### config.mk
export PLATFORM = sky130hd
export DESIGN_NAME = front_panel_scan_flat
export DESIGN_NICKNAME = d
export VERILOG_FILES = /design/src/rtl/front_panel_scan_pkg.sv /design/src/rtl/front_panel_scan_if.sv /design/src/rtl/front_panel_scan_pwm.sv /design/src/rtl/front_panel_scan.sv /design/src/flat_wrapper.sv
export SDC_FILE = /design/constraint.sdc
export NUM_CORES = 1
export LEC_CHECK = 0
export BUFFER_PORTS_ARGS = -buffer_cell sky130_fd_sc_hd__buf_2
export CAP_MARGIN = 10
export CORE_MARGIN = 3
export CORE_UTILIZATION = 28
export CTS_CLUSTER_DIAMETER = 40
export DETAILED_ROUTE_END_ITERATION = 10
export GPL_ROUTABILITY_DRIVEN = 0
export PLACE_DENSITY_LB_ADDON = 0.25
export SYNTH_ARGS = -nofsm -noshare
export SYNTH_HDL_FRONTEND = slang
export SYNTH_SLANG_ARGS = --single-unit
### constraint.sdc
create_clock -name clk -period 1.8 [get_ports clk]
set_input_delay 0.09 -clock clk [delete_from_list [all_inputs] [get_ports clk]]
set_output_delay 0.09 -clock clk [all_outputs]
set_load 0.05 [all_outputs]
### src/rtl/front_panel_scan_pkg.sv
// Shared constants and types for the front-panel LED matrix scanner.
// Row indices fix which snapshot byte each matrix row displays.
package front_panel_pkg;

    localparam int NUM_ROWS = 5;

    typedef logic [2:0] row_t;

    localparam row_t ROW_ADDR_LO = 3'd0;
    localparam row_t ROW_ADDR_HI = 3'd1;
    localparam row_t ROW_DATA    = 3'd2;
    localparam row_t ROW_STATUS  = 3'd3;
    localparam row_t ROW_CONTROL = 3'd4;

    localparam logic [7:0] COL_BLANK = 8'hFF;

    typedef enum logic {
        PH_BLANK,
        PH_DRIVE
    } phase_e;

    function automatic logic [NUM_ROWS-1:0] row_onehot(input row_t r);
        return {{(NUM_ROWS-1){1'b0}}, 1'b1} << r;
    endfunction

endpackage

### src/rtl/front_panel_scan_if.sv
// Monitor bytes in, matrix drive out. There is no handshake: the scanner free-runs
// and samples the monitor bytes once per frame. brightness exists only with FRONT_PANEL_PWM_EN.
interface front_panel_scan_if;

    logic [15:0] mon_addr;
    logic [7:0]  mon_data;
    logic [7:0]  mon_status;
    logic [7:0]  mon_control;
`ifdef FRONT_PANEL_PWM_EN
    logic [3:0]  brightness;
`endif
    logic [4:0]  led_row;
    logic [7:0]  led_col;
    logic        frame_strobe;

    modport master (
`ifdef FRONT_PANEL_PWM_EN
        output brightness,
`endif
        output mon_addr, mon_data, mon_status, mon_control,
        input  led_row, led_col, frame_strobe
    );

    modport slave (
`ifdef FRONT_PANEL_PWM_EN
        input  brightness,
`endif
        input  mon_addr, mon_data, mon_status, mon_control,
        output led_row, led_col, frame_strobe
    );

endinterface

### src/rtl/front_panel_scan_pwm.sv
// 4-bit brightness duty comparator; compiled only when FRONT_PANEL_PWM_EN is defined.
// A row is lit while the slot's coarse position does not exceed the brightness code.
`ifdef FRONT_PANEL_PWM_EN
module front_panel_pwm (
    input  logic [3:0] pwm_i,
    input  logic [3:0] brightness_i,
    output logic       lit_o
);

    assign lit_o = (pwm_i <= brightness_i);

endmodule
`endif

### src/rtl/front_panel_scan.sv
// Row-multiplexed driver for the 5x8 front-panel LED matrix with per-row blanking.
// Optional feature macro: FRONT_PANEL_PWM_EN adds the brightness duty control.
module front_panel_scan
    import front_panel_pkg::*;
#(
    parameter int ROW_PERIOD   = 512,
    parameter int BLANK_CYCLES = 16
) (
    input  logic               clk,
    input  logic               resetn,
    front_panel_scan_if.slave  pif
);

    localparam int CW = $clog2(ROW_PERIOD);

    logic [CW-1:0]         slot_q, slot_d;
    row_t                  row_q, row_d;
    logic [39:0]           snap_q, snap_d;
    logic [NUM_ROWS-1:0]   led_row_q, led_row_d;
    logic [7:0]            led_col_q, led_col_d;
    logic                  strobe_q, strobe_d;
    logic                  frame_start;
    logic                  lit;
    logic [7:0]            row_byte;
    phase_e                phase;

`ifdef FRONT_PANEL_PWM_EN
    front_panel_pwm u_pwm (
        .pwm_i        (slot_q[CW-1 -: 4]),
        .brightness_i (pif.brightness),
        .lit_o        (lit)
    );
`else
    assign lit = 1'b1;
`endif

    always_comb begin
        frame_start = (row_q == ROW_ADDR_LO) && (slot_q == '0);
        // ROW_PERIOD is a power of two, so the slot counter wraps on its own.
        slot_d      = slot_q + 1'b1;
        row_d       = row_q;
        if (slot_q == CW'(ROW_PERIOD - 1)) begin
            row_d = (row_q == ROW_CONTROL) ? ROW_ADDR_LO : row_q + 3'd1;
        end
        snap_d = frame_start
               ? {pif.mon_control, pif.mon_status, pif.mon_data, pif.mon_addr}
               : snap_q;

        case (row_q)
            ROW_ADDR_LO: row_byte = snap_q[7:0];
            ROW_ADDR_HI: row_byte = snap_q[15:8];
            ROW_DATA:    row_byte = snap_q[23:16];
            ROW_STATUS:  row_byte = snap_q[31:24];
            ROW_CONTROL: row_byte = snap_q[39:32];
            default:     row_byte = 8'h00;
        endcase

        phase     = (slot_q < CW'(BLANK_CYCLES)) ? PH_BLANK : PH_DRIVE;
        led_row_d = '0;
        led_col_d = COL_BLANK;
        strobe_d  = frame_start;
        if (phase == PH_DRIVE && lit) begin
            led_row_d = row_onehot(row_q);
            led_col_d = ~row_byte;
        end
    end

    always_ff @(posedge clk or negedge resetn) begin
        if (!resetn) begin
            slot_q    <= '0;
            row_q     <= ROW_ADDR_LO;
            snap_q    <= '0;
            led_row_q <= '0;
            led_col_q <= COL_BLANK;
            strobe_q  <= 1'b0;
        end else begin
            slot_q    <= slot_d;
            row_q     <= row_d;
            snap_q    <= snap_d;
            led_row_q <= led_row_d;
            led_col_q <= led_col_d;
            strobe_q  <= strobe_d;
        end
    end

    assign pif.led_row      = led_row_q;
    assign pif.led_col      = led_col_q;
    assign pif.frame_strobe = strobe_q;

endmodule

### src/flat_wrapper.sv
// flat-port wrapper written by rule: the top's interface ports become plain ports
module front_panel_scan_flat import front_panel_pkg::*;
#(
    parameter int ROW_PERIOD   = 512,
    parameter int BLANK_CYCLES = 16
)
  (clk, resetn, pif_mon_addr, pif_mon_data, pif_mon_status, pif_mon_control, pif_led_row, pif_led_col, pif_frame_strobe);
  front_panel_scan_if pif_i ();
  input  logic clk;
  input  logic resetn;
  input wire logic [$bits(pif_i.mon_addr)-1:0] pif_mon_addr;
  input wire logic [$bits(pif_i.mon_data)-1:0] pif_mon_data;
  input wire logic [$bits(pif_i.mon_status)-1:0] pif_mon_status;
  input wire logic [$bits(pif_i.mon_control)-1:0] pif_mon_control;
  output wire logic [$bits(pif_i.led_row)-1:0] pif_led_row;
  output wire logic [$bits(pif_i.led_col)-1:0] pif_led_col;
  output wire logic [$bits(pif_i.frame_strobe)-1:0] pif_frame_strobe;
  assign pif_i.mon_addr = pif_mon_addr;
  assign pif_i.mon_data = pif_mon_data;
  assign pif_i.mon_status = pif_mon_status;
  assign pif_i.mon_control = pif_mon_control;
  assign pif_led_row = pif_i.led_row;
  assign pif_led_col = pif_i.led_col;
  assign pif_frame_strobe = pif_i.frame_strobe;
  front_panel_scan #(.ROW_PERIOD(ROW_PERIOD), .BLANK_CYCLES(BLANK_CYCLES)) u_core (.clk(clk), .resetn(resetn), .pif(pif_i));
endmodule
==> flow_metrics.py <==
metrics = {
    "synthesis": {
        "synth-seq-cells": 66,
        "synth_area_um2": 2980,
        "synth_area_leaders": "dfrtp_1 (49%), mux2_4 (20%), dfstp_2 (7.1%)",
        "muxShareOfSynthArea_pct": 20.4,
        "synthSimpleGateAreaFrac_pct": 8.20,
        "yosysMostFrequentCell": "dfrtp_1",
        "synth_edf_count": 0,
        "synthArstFlopShare_pct": 100,
        "synth_top_flop_cell": "dfrtp_1",
        "synth-warning-count": 0,
        "synth_top_cell_by_area": "dfrtp_1",
        "synth-adder-area-share_pct": 3.36,
        "synthesis.nets": 256,
        "synth_top_family_by_area": "multiplexers",
        "synth_commonest_cells": "dfrtp_1 (58), mux2_4 (39), nor2_1 (9)",
        "synth_top_area_share_pct": 48.8,
        "synth_compound_area_share_pct": 7.19,
        "synth_cell_type_count": 34,
        "synth_xor_area_share_pct": 1.77,
        "synthCells": 206,
        "synth_area_per_cell_um2": 14.4,
        "yosysSeqAreaShare_pct": 55.8,
    },
    "floorplanning": {
        "die_x_um": 109,
        "io_pins": 56,
        "die_y_um": 109,
        "core_area_um2": 10300,
        "initial_core_util_pct": 28.8,
        "fp-row-count": 37,
        "die_area_um2": 11900,
    },
    "layout": {
        "multi_input_area_um2": 1240,
        "fin_nets": 371,
        "drive_gt1_share_pct": 43.7,
        "seq_area_um2": 1660,
        "area_delta_synth_final_pct": 39.8,
        "design_area_um2": 4160,
        "nFillCells": 968,
        "num_antenna_cells": 0,
    },
    "timing": {
        "fin_crit_sh_pct": 93.9,
        "finalSetupViolations": 0,
        "hold_violations": 0,
        "min_period_ns": 1.69,
        "drv_slew": 0,
        "rsz0062_at_grt": "false",
        "finClkSkew_ns": 0.0113,
        "tightest_slew_ns": 0.499,
        "relSlewSlack_pct": 66.8,
        "fin_tns_setup_ns": 0,
        "fmax_mhz": 591,
    },
    "clocking": {
        "clk_path_buf_depth": 2,
        "path_clk_slew_ns": 0.07,
        "post-cts-setup-buffers": 0,
        "clock_latency_ns": 0.35,
        "cts-root-buf": "clkbuf_8",
        "h-tree-depth": 3,
        "cts_buffers": 9,
        "clock_sinks": 66,
        "cts_tree": "done",
    },
    "detailed_routing": {
        "num_vias": 2002,
        "wl_met1_mm": 3.49,
        "drc": 0,
        "wl_met2_mm": 3.10,
        "wl_per_cell_um": 15.2,
        "drt_iter0_markers": 91,
        "vias_per_cell": 4.34,
        "ant_nets": 0,
        "highest_layer": "met4",
        "wl_met3_um": 249,
        "drtPass1Iterations": 4,
        "finalWirelength_mm": 7.00,
    },
    "power_and_ir_drop": {
        "static-leakage-power_nw": 2.10,
        "powerDensity_nw_per_um2": 753,
        "ir_drop_uv": 254,
    },
    "grt": {
        "grt_pass1_wl_mm": 11.3,
        "track_usage_pct": 12.8,
        "grt_overflow": 0,
        "grt_antenna_before_repair": 0,
        "grt_max_degree": 30,
        "grt_pass1_vias": 2206,
    },
    "critical_path": {
        "crit_arrival_ns": 1.92,
        "critPathKind": "reg -> reg",
        "required_ns": 2.03,
        "cp-start-kind": "flip-flop",
        "end_kind": "flip-flop",
        "cp_max_fo": 22,
    },
    "placed_design": {
        "hpwl_mm": 4.87,
        "place_area_um2": 3540,
        "port_buffers": 55,
    },
    "status": {
        "outcome": "finished clean",
    },
    "flow_run": {
        "drv_cap": 0,
    },
    "min_path": {
        "worstHoldPathType": "in -> async",
    },
}
registers in the layout (all words and copies together) (netlist names):
register / cells
u_core.row_q: 3
u_core.slot_q: 9
u_core.pif.led_row: 5
u_core.pif.led_col: 8
u_core.pif.frame_strobe: 1
u_core.snap_q: 40
power breakdown:
| group | switching, mW | total [mW] | internal, mW | leakage, nW |
|---|---|---|---|---|
| Combinational | 0.114 | 0.282 | 0.168 | 1.21 |
| Sequential | 0.0321 | 1.58 | 1.54 | 0.782 |
| Clock | 0.567 | 1.27 | 0.707 | 0.101 |
| Total | 0.713 | 3.13 | 2.42 | 2.10 |
worst max-delay path, stage by stage (launching register included):
cell,delay [ns]
dfrtp_1,0.38
inv_1,0.08
ha_1,0.17
nor4b_4,0.25
nand4_4,0.17
buf_12,0.21
mux2_4,0.31
worst paths after layout:
| path | depth (start not counted) | startpoint | slack [ns] | end |
|---|---|---|---|---|
| setup / recovery | 6 | u_core.row_q[0] | 0.11 | u_core.snap_q[4] |
| hold / removal | 2 | resetn | 0.25 | u_core.row_q[0] |
| setup reg to reg | 6 | u_core.row_q[0] | 0.11 | u_core.snap_q[4] |
| hold reg to reg | 1 | u_core.snap_q[33] | 0.51 | u_core.snap_q[33] |
| max in group asynchronous | 3 | resetn | 0.96 | u_core.pif.led_col[5] |
| min in group clk | 3 | pif_mon_data[4] | 0.51 | u_core.snap_q[20] |
metal layers:
layer | track usage, % | vias up
met1 | 17.5 | 979
met5 | 0 | -
met4 | 6.22 | 0
met2 | 19.1 | 39
li1 | - | 971
met3 | 2.72 | 13
area by class of cell:
class	instances	share of cell area [%]
Timing Repair Buffer	114	20.6
Tap cell	136	4.09
Clock buffer	11	3.64
Multi-Input combinational cell	122	29.7
Sequential cell	66	39.9
Clock inverter	4	1.23
Inverter	8	0.722
logic make-up after synthesis:
logic type                 count (synthesis)
muxes                                     41
adders and majority gates                  8
AOI/OAI and AO/OA                         27
DFF                                       66
and+or+nand+nor                           40
buffers and inverters                     18
xor gates and xnor gates                   6
layout by cell type (no fill, tap or decap), types with 5 or more instances in the layout:
| cell | count |
|---|---|
| clkbuf_8 | 11 |
| mux2_4 | 39 |
| a22oi_1 | 8 |
| xnor2_1 | 5 |
| dfstp_2 | 8 |
| o31ai_1 | 7 |
| ha_1 | 7 |
| and3_1 | 7 |
| nand2_1 | 5 |
| a32o_1 | 7 |
| buf_2 | 55 |
| inv_1 | 7 |
| buf_4 | 15 |
| dfrtp_1 | 58 |
| nor2_1 | 9 |
| dlygate4sd3_1 | 41 |
per-stage QoR:
| step | cells | worst slack [ns] | utilization [%] | total power [mW] | hold slack (ns) |
|---|---|---|---|---|---|
| CTS | 461 | 0.0460 | 40.2 | 3.18 | 0.247 |
| global placement | 405 | 0.0850 | 34.3 | 1.82 | 0.0832 |
| detailed placement | 405 | 0.0659 | 34.3 | 1.82 | 0.0902 |
| finish | 461 | 0.109 | 40.3 | 3.13 | 0.246 |
| floorplan | 206 | 0.0111 | - | 1.71 | -0.206 |
| global route | 461 | 0.0322 | 40.3 | 3.27 | 0.284 |
repair_timing:
action	in CTS	in global routing
endpoints found under the hold margin	50	0
hold buffers	41	0
resized for setup	0	2
endpoints found under the setup margin	0	34
No activity file was read; power rests on OpenSTA's default activity.
